`config.mk`:
```
export PLATFORM = sky130hd
export DESIGN_NAME = pkt_meta_joiner_flat
export DESIGN_NICKNAME = d
export VERILOG_FILES = /design/src/rtl/pkt_meta_joiner_if.sv /design/src/rtl/pkt_meta_joiner.sv /design/src/flat_wrapper.sv
export SDC_FILE = /design/constraint.sdc
export NUM_CORES = 2
export LEC_CHECK = 0
export ABC_AREA = 0
export CORE_AREA = 2 2 551 553
export CTS_BUF_LIST = sky130_fd_sc_hd__clkbuf_8
export DETAILED_ROUTE_END_ITERATION = 16
export DIE_AREA = 0 0 553 555
export SYNTH_ARGS = -nofsm -noshare
export SYNTH_HDL_FRONTEND = slang
export SYNTH_SLANG_ARGS = --single-unit
```
`constraint.sdc`:
```
create_clock -name Clk -period 2.27 [get_ports Clk]
set_input_delay 0.454 -clock Clk [delete_from_list [all_inputs] [get_ports Clk]]
set_output_delay 0.454 -clock Clk [all_outputs]
set_load 0.1 [all_outputs]
```
`src/rtl/pkt_meta_joiner_if.sv`:
```
// Joiner bus: upstream packet and metadata streams in, joined packet+metadata stream out.
interface pkt_meta_joiner_if #(
    parameter int DATA_W  = 512,
    parameter int EMPTY_W = 6,
    parameter int META_W  = 128
);
    logic               in_pkt_valid;
    logic               in_pkt_sop;
    logic               in_pkt_eop;
    logic [DATA_W-1:0]  in_pkt_data;
    logic [EMPTY_W-1:0] in_pkt_empty;
    logic               in_pkt_ready;
    logic               in_meta_valid;
    logic [META_W-1:0]  in_meta_data;
    logic               in_meta_ready;
    logic               out_valid;
    logic               out_sop;
    logic               out_eop;
    logic [DATA_W-1:0]  out_data;
    logic [EMPTY_W-1:0] out_empty;
    logic [META_W-1:0]  out_meta;
    logic               out_ready;

    modport slave (
        input  in_pkt_valid, in_pkt_sop, in_pkt_eop, in_pkt_data, in_pkt_empty,
        output in_pkt_ready,
        input  in_meta_valid, in_meta_data,
        output in_meta_ready,
        output out_valid, out_sop, out_eop, out_data, out_empty, out_meta,
        input  out_ready
    );

    modport master (
        output in_pkt_valid, in_pkt_sop, in_pkt_eop, in_pkt_data, in_pkt_empty,
        input  in_pkt_ready,
        output in_meta_valid, in_meta_data,
        input  in_meta_ready,
        input  out_valid, out_sop, out_eop, out_data, out_empty, out_meta,
        output out_ready
    );
endinterface

```
`src/rtl/pkt_meta_joiner.sv`:
```
// Attaches one metadata word to each packet and holds it on every flit; drops
// leading non-sop flits and counts completed packets, drops and stray sops.
module pkt_meta_joiner #(
    parameter int DATA_W  = 512,
    parameter int EMPTY_W = 6,
    parameter int META_W  = 128
) (
    input  logic               Clk,
    input  logic               Rst,
    pkt_meta_joiner_if.slave   bus,
    output logic [31:0]        stats_pkt,
    output logic [31:0]        stats_drop,
    output logic [31:0]        stats_err
);
    typedef enum logic {IDLE, BODY} state_t;

    state_t            state, state_nxt;
    logic              adv;
    logic              load;
    logic              load_sop;
    logic              drop_inc;
    logic              err_inc;
    logic [META_W-1:0] meta_r;
    logic [META_W-1:0] load_meta;

    assign adv = !bus.out_valid || bus.out_ready;

    always_comb begin
        state_nxt         = state;
        bus.in_pkt_ready  = 1'b0;
        bus.in_meta_ready = 1'b0;
        load              = 1'b0;
        load_sop          = 1'b0;
        load_meta         = meta_r;
        drop_inc          = 1'b0;
        err_inc           = 1'b0;
        if (!Rst) begin
            case (state)
                IDLE: begin
                    if (bus.in_pkt_valid && !bus.in_pkt_sop) begin
                        bus.in_pkt_ready = 1'b1;
                        drop_inc         = 1'b1;
                    end else if (bus.in_pkt_valid && bus.in_meta_valid && adv) begin
                        // sop and its metadata are popped together or not at all
                        bus.in_pkt_ready  = 1'b1;
                        bus.in_meta_ready = 1'b1;
                        load              = 1'b1;
                        load_sop          = 1'b1;
                        load_meta         = bus.in_meta_data;
                        if (!bus.in_pkt_eop) state_nxt = BODY;
                    end
                end
                BODY: begin
                    bus.in_pkt_ready = adv;
                    if (bus.in_pkt_valid && adv) begin
                        load    = 1'b1;
                        err_inc = bus.in_pkt_sop;
                        if (bus.in_pkt_eop) state_nxt = IDLE;
                    end
                end
                default: state_nxt = IDLE;
            endcase
        end
    end

    always_ff @(posedge Clk) begin
        if (Rst) begin
            state         <= IDLE;
            meta_r        <= '0;
            bus.out_valid <= 1'b0;
            bus.out_sop   <= 1'b0;
            bus.out_eop   <= 1'b0;
            bus.out_data  <= '0;
            bus.out_empty <= '0;
            bus.out_meta  <= '0;
            stats_pkt     <= '0;
            stats_drop    <= '0;
            stats_err     <= '0;
        end else begin
            state <= state_nxt;
            if (bus.in_meta_ready) meta_r <= bus.in_meta_data;
            if (load) begin
                bus.out_valid <= 1'b1;
                bus.out_sop   <= load_sop;
                bus.out_eop   <= bus.in_pkt_eop;
                bus.out_data  <= bus.in_pkt_data;
                bus.out_empty <= bus.in_pkt_empty;
                bus.out_meta  <= load_meta;
            end else if (bus.out_ready) begin
                bus.out_valid <= 1'b0;
            end
            if (bus.out_valid && bus.out_ready && bus.out_eop) stats_pkt <= stats_pkt + 32'd1;
            if (drop_inc) stats_drop <= stats_drop + 32'd1;
            if (err_inc)  stats_err  <= stats_err + 32'd1;
        end
    end
endmodule

```
`src/flat_wrapper.sv`:
```
// flat-port wrapper written by rule: the top's interface ports become plain ports
module pkt_meta_joiner_flat 
#(
    parameter int DATA_W  = 512,
    parameter int EMPTY_W = 6,
    parameter int META_W  = 128
)
  (Clk, Rst, stats_pkt, stats_drop, stats_err, bus_in_pkt_valid, bus_in_pkt_sop, bus_in_pkt_eop, bus_in_pkt_data, bus_in_pkt_empty, bus_in_pkt_ready, bus_in_meta_valid, bus_in_meta_data, bus_in_meta_ready, bus_out_valid, bus_out_sop, bus_out_eop, bus_out_data, bus_out_empty, bus_out_meta, bus_out_ready);
  pkt_meta_joiner_if #(.DATA_W(DATA_W), .EMPTY_W(EMPTY_W), .META_W(META_W)) bus_i ();
  input  logic Clk;
  input  logic Rst;
  output logic [31:0] stats_pkt;
  output logic [31:0] stats_drop;
  output logic [31:0] stats_err;
  input wire logic [$bits(bus_i.in_pkt_valid)-1:0] bus_in_pkt_valid;
  input wire logic [$bits(bus_i.in_pkt_sop)-1:0] bus_in_pkt_sop;
  input wire logic [$bits(bus_i.in_pkt_eop)-1:0] bus_in_pkt_eop;
  input wire logic [$bits(bus_i.in_pkt_data)-1:0] bus_in_pkt_data;
  input wire logic [$bits(bus_i.in_pkt_empty)-1:0] bus_in_pkt_empty;
  output wire logic [$bits(bus_i.in_pkt_ready)-1:0] bus_in_pkt_ready;
  input wire logic [$bits(bus_i.in_meta_valid)-1:0] bus_in_meta_valid;
  input wire logic [$bits(bus_i.in_meta_data)-1:0] bus_in_meta_data;
  output wire logic [$bits(bus_i.in_meta_ready)-1:0] bus_in_meta_ready;
  output wire logic [$bits(bus_i.out_valid)-1:0] bus_out_valid;
  output wire logic [$bits(bus_i.out_sop)-1:0] bus_out_sop;
  output wire logic [$bits(bus_i.out_eop)-1:0] bus_out_eop;
  output wire logic [$bits(bus_i.out_data)-1:0] bus_out_data;
  output wire logic [$bits(bus_i.out_empty)-1:0] bus_out_empty;
  output wire logic [$bits(bus_i.out_meta)-1:0] bus_out_meta;
  input wire logic [$bits(bus_i.out_ready)-1:0] bus_out_ready;
  assign bus_i.in_pkt_valid = bus_in_pkt_valid;
  assign bus_i.in_pkt_sop = bus_in_pkt_sop;
  assign bus_i.in_pkt_eop = bus_in_pkt_eop;
  assign bus_i.in_pkt_data = bus_in_pkt_data;
  assign bus_i.in_pkt_empty = bus_in_pkt_empty;
  assign bus_in_pkt_ready = bus_i.in_pkt_ready;
  assign bus_i.in_meta_valid = bus_in_meta_valid;
  assign bus_i.in_meta_data = bus_in_meta_data;
  assign bus_in_meta_ready = bus_i.in_meta_ready;
  assign bus_out_valid = bus_i.out_valid;
  assign bus_out_sop = bus_i.out_sop;
  assign bus_out_eop = bus_i.out_eop;
  assign bus_out_data = bus_i.out_data;
  assign bus_out_empty = bus_i.out_empty;
  assign bus_out_meta = bus_i.out_meta;
  assign bus_i.out_ready = bus_out_ready;
  pkt_meta_joiner #(.DATA_W(DATA_W), .EMPTY_W(EMPTY_W), .META_W(META_W)) u_core (.Clk(Clk), .Rst(Rst), .bus(bus_i), .stats_pkt(stats_pkt), .stats_drop(stats_drop), .stats_err(stats_err));
endmodule
```
* After elaboration in Yosys (flattened, before gate mapping)
Cells that the tools add are included.
** Word-level totals
- Bits in registers :: 874
- Word-level logic and storage cells :: 51
- Output and inout bits :: 747
** Cells by class
- Reductions and logical operators :: 10
- Mux-type cells :: 26
- $add $sub $neg :: 3
- Bitwise gates (word level) :: 1
** Operators by type and width (number)
- 2-to-1 mux 128 bit :: 3
- adder 32 x 1 -> 32 bit (second input constant) :: 3
- 2-to-1 mux 1 bit :: 20
- logical AND 1 bit :: 6
- case mux 1 bit (2 select lines) :: 3
- zero test 1 bit :: 2
- nonzero test 2 bit :: 1
- logical OR 1 bit :: 1
- NOT 1 bit :: 1

* Logic depth before layout (Yosys ltp)
- Depth after elaboration :: 8
- Depth in mapped cells :: 10

* Worst setup path before layout
No wires, ideal clock.
- Kind :: register to output
- Start point :: register u_core.bus.out_valid
- End point :: output bus_in_meta_ready
- Setup slack :: -1.242 ns
- Cell stages (with the launch flop) :: 8
- Path buffers :: 4
- Arrival :: 3.058 ns
- Cell sequence :: dfxtp_1 -> nand2b_1 -> buf_2 -> and4b_1 -> buf_2 -> buf_4 -> buf_2 -> nor2b_1
** Between the ends
- Longest elaborated chain between the ends :: 7
** Ends and longest elaborated chain
- start: declaration :: RTL line pkt_meta_joiner_if.sv:29 : output out_valid, out_sop, out_eop, out_data, out_empty, out_meta,
- start signal: assignment :: RTL line pkt_meta_joiner.sv:70 : bus.out_valid <= 1'b0;
- start signal: assignment :: RTL line pkt_meta_joiner.sv:83 : bus.out_valid <= 1'b1;
- start signal: assignment :: RTL line pkt_meta_joiner.sv:90 : bus.out_valid <= 1'b0;
- zero test 1 bit :: RTL line pkt_meta_joiner.sv:26 : assign adv = !bus.out_valid || bus.out_ready;
- logical OR 1 bit :: RTL line pkt_meta_joiner.sv:26
- logical AND 1 bit :: RTL line pkt_meta_joiner.sv:43 : end else if (bus.in_pkt_valid && bus.in_meta_valid && adv) begin
- 2-to-1 mux 1 bit :: RTL line pkt_meta_joiner.sv:43
- 2-to-1 mux 1 bit :: RTL line pkt_meta_joiner.sv:40 : if (bus.in_pkt_valid && !bus.in_pkt_sop) begin
- 2-to-1 mux 1 bit :: RTL line pkt_meta_joiner.sv:38 : case (state)
- 2-to-1 mux 1 bit :: RTL line pkt_meta_joiner.sv:37 : if (!Rst) begin
- end: declaration :: RTL line flat_wrapper.sv:23 : output wire logic [$bits(bus_i.in_meta_ready)-1:0] bus_in_meta_ready;
Every way passes these cells.

* Worst setup path after layout
- Start point :: register u_core.state
- End point :: output bus_in_meta_ready
** Between the ends
- Longest elaborated chain between the ends :: 2
** Ends and longest elaborated chain
- start: declaration :: RTL line pkt_meta_joiner.sv:17 : state_t state, state_nxt;
- start signal: assignment :: RTL line pkt_meta_joiner.sv:80 : state <= state_nxt;
- 2-to-1 mux 1 bit :: RTL line pkt_meta_joiner.sv:38
- 2-to-1 mux 1 bit :: RTL line pkt_meta_joiner.sv:37
Every way passes these cells.

==> flow_summary_export.csv <==
group,metric,value,unit
outcome,status,"finished with violations",
outcome,violations,"negative setup slack",
worst_hold_path,min_to,"u_core.bus.out_data[19]",
synth,syn-cell-area,31100,sq um
power_and_ir_drop,p_leak,21.5,nW
place,place_inst,8937,
grt,grt_pass1_wl,318000,microns
sta,setup_ws,-296,ps
place,dp_hpwl,213000,microns
synth,synth-async-reset-ratio,0,%
worst_setup_path,cp_max_fo,4,
worst_setup_path,start_kind,"register",
worst_setup_path,cp_slowest_stage_delay,350,ps
sta,drv_slew,0,
sta,skew,69.4,ps
final_layout,finalNetCount,6167,
sta,finalCritPeriodShare,113,%
cts,cts_tree,"done",
detailed_routing,drtIter0Drc,2006,
final_layout,fillers,33400,
cts,h-tree-depth,4,
detailed_routing,dr_total_vias,33700,
sta,tightest_slew,1010,ps
sta,hold_ws,113,ps
worst_hold_path,min_from,"bus_in_pkt_data[19]",
synth,synth_nets,4297,
cts,ctsLongestPathBuffers,4,
grt,grt_usage,15.7,%
cts,cts_sinks,874,
floorplan,pin_count,1400,
detailed_routing,routed_via_density,3.49,
sta,hold_viol,0,
grt,grt_max_degree,162,
worst_setup_path,crit_path_top_delay_cell,"dfxtp_4",
worst_setup_path,crit_chain,"and4b_4 -> buf_12 -> nor2b_4 -> buf_12",
synth,syn_avg_cell_area,8.53,sq um
grt,grt_pass1_vias,32900,
sta,setup_viol,2,
synth,seq_area_frac_synth,56.3,%
flow_run,drv_cap,0,
final_layout,layout-drive-gt1-share,22.8,%
worst_setup_path,rr_endpoint,"u_core.bus.out_meta[68]",
grt,grt_overflow,0,
final_layout,instances_no_fill,9671,
detailed_routing,wl_per_cell,25.9,microns
detailed_routing,drt-total-wl,251000,microns
place,place.gp.congestion,0.907,
synth,synth_edf_count,0,
worst_setup_path,reg2reg_from,"u_core.state",
sta,slew_headroom,32.8,%
synth,syn-instance-count,3641,
worst_setup_path,cp-startpoint,"u_core.state",
worst_setup_path,crit_top_cell,"buf_12",
floorplan,die_area,307000,sq um
sta,period_minus_slack,2570,ps
cts,path_clk_slew,60,ps
floorplan,die_h,555,microns
worst_setup_path,endpoint_kind,"output port",
synth,synthFlopType,"dfxtp_1",
power_and_ir_drop,peakVddDrop,0.544,mV
worst_setup_path,rrSetupSlack,200,ps
detailed_routing,drc_errors,0,
floorplan,initial_core_util,10.3,%
detailed_routing,drtPass1Iterations,6,
grt,antenna_found_initial,205,
cts,insertion_delay,940,ps
floorplan,num_rows,202,
power_and_ir_drop,p_total,42.5,mW
cts,cts_buffers,175,
sta,grt_setup_unrepaired,"true",
worst_hold_path,worstHoldPathCells,3,
synth,ys_warn_count,0,
final_layout,syn_to_final_growth,84.0,%
worst_hold_path,hold_path.class,"input port to register",
cts,cts_root_buffer,"clkbuf_8",
worst_setup_path,cp_data_required_time,1820,ps
place,dpl-instance-area,49100,sq um
worst_setup_path,reg2reg_depth,8,
synth,ys_types,49,
final_layout,utilization,19.0,%
place,port-buffer-count,1399,
worst_setup_path,cp.arrival,2110,ps
sta,max_clock_freq,390,MHz
power_and_ir_drop,powerDensity,744,nW/um^2
floorplan,die_x,553,microns
worst_setup_path,criticalPathCategory,"register to output port",
final_layout,fin_area,57100,sq um
detailed_routing,ant_nets,0,
synth,ys_ff_latch,874,
floorplan,core,301000,sq um
state kept, by name, indices dropped and copies added, names as in the netlist:
| signal | cells |
|---|---|
| u_core.bus.out_data | 512 |
| u_core.bus.out_meta | 128 |
| u_core.meta_r | 128 |
| u_core.stats_drop | 32 |
| u_core.stats_err | 32 |
| u_core.stats_pkt | 32 |
| u_core.bus.out_empty | 6 |
| u_core.bus.out_eop | 1 |
| u_core.bus.out_sop | 1 |
| u_core.bus.out_valid | 1 |
| u_core.state | 1 |
placed cells by master, fill, tap and decap left out, types with 129 or more instances in the layout:
cell	instances
nand2_1	1069
dfxtp_1	809
buf_4	760
clkdlybuf4s50_1	651
a21oi_1	534
dlygate4sd3_1	366
nor2_1	342
clkbuf_8	208
mux2i_1	130
a211oi_1	129
layer usage:
metal	GRT usage (%)	wire length (microns)	part of all wire [%]	up-vias
li1	-	-	-	15900
met1	15.4	85900	34	15600
met2	24.6	110000	44	1671
met3	11.6	40800	16	545
met4	7.32	13600	5.4	74
met5	0	464	0.18	-
cells by family after synthesis:
logic type / Yosys count / synth area share, %
simple gates: 1593 / 20.9
flops: 874 / 56.3
compound gates: 684 / 12.1
buf+inv: 281 / 4.13
mux: 131 / 4.23
xor+xnor: 75 / 2.11
fa+ha+maj: 3 / 0.121
how the worst max path moves through the flow:
stage                            end  slack (ps)  depth (start not counted)
3_5_place_dp   u_core.stats_drop[31]        -380                          7
3_3_place_gp   u_core.stats_drop[31]        -380                          7
4_1_cts            bus_in_meta_ready        -480                          4
6_report           bus_in_meta_ready        -300                          4
2_1_floorplan      bus_in_meta_ready        -190                          7
5_1_grt            bus_in_meta_ready        -460                          4
critical path: cells and delay by family, from the launching register on:
family / cells / cell delay (ps)
buffers and inverters: 2 / 310
and+or+nand+nor: 2 / 510
DFF: 1 / 350
stage by stage:
step | TNS (ps) | setup WS [ps]
after floorplan | -192 | -192
after global placement | -157270 | -382
after detailed placement | -174060 | -383
after CTS | -908 | -480
after global routing | -911 | -462
final | -524 | -296
synth_stat cells, drive strengths merged (13+ instances only):
master,number,share of area [%]
dfxtp,874,56
nand2,1070,13
a21oi,534,8.6
clkbuf,113,1.4
a211oi,129,3.1
mux2i,130,4.2
xnor2,49,1.4
nand4,32,0.64
nor2,343,4.1
o21ai,13,0.21
xor2,26,0.73
nor3,16,0.27
and4,14,0.39
nor4,23,0.50
nand3,31,0.56
buf,157,2.6
and3,13,0.26
report_power, final:
group / leakage [nW] / internal (mW) / switching (mW)
Clock: 1.99 / 8.99 / 7.80
Combinational: 12.4 / 2.85 / 6.58
Sequential: 7.14 / 16.0 / 0.345
Total: 21.5 / 27.8 / 14.7
cell type report:
type                       instances  area (sq um)  share of cell area (%)
timing repair buffer            1963         18600                    32.5
sequential                       874         17600                    30.8
multi-input combinational       2486         12300                    21.6
tap                             3978          4980                    8.71
clock buffer                     208          2860                    5.01
clock inverter                    95           614                    1.08
antenna                           56           140                   0.245
inverter                          11          41.3                  0.0723
timing repair:
item,in CTS,in global routing
endpoints found under the hold margin,385,0
resized for setup,175,3
setup buffers,5,4
endpoints found under the setup margin,129,2
hold buffers,367,0
pin swaps,1,2
No activity file was read; power rests on OpenSTA's default activity.
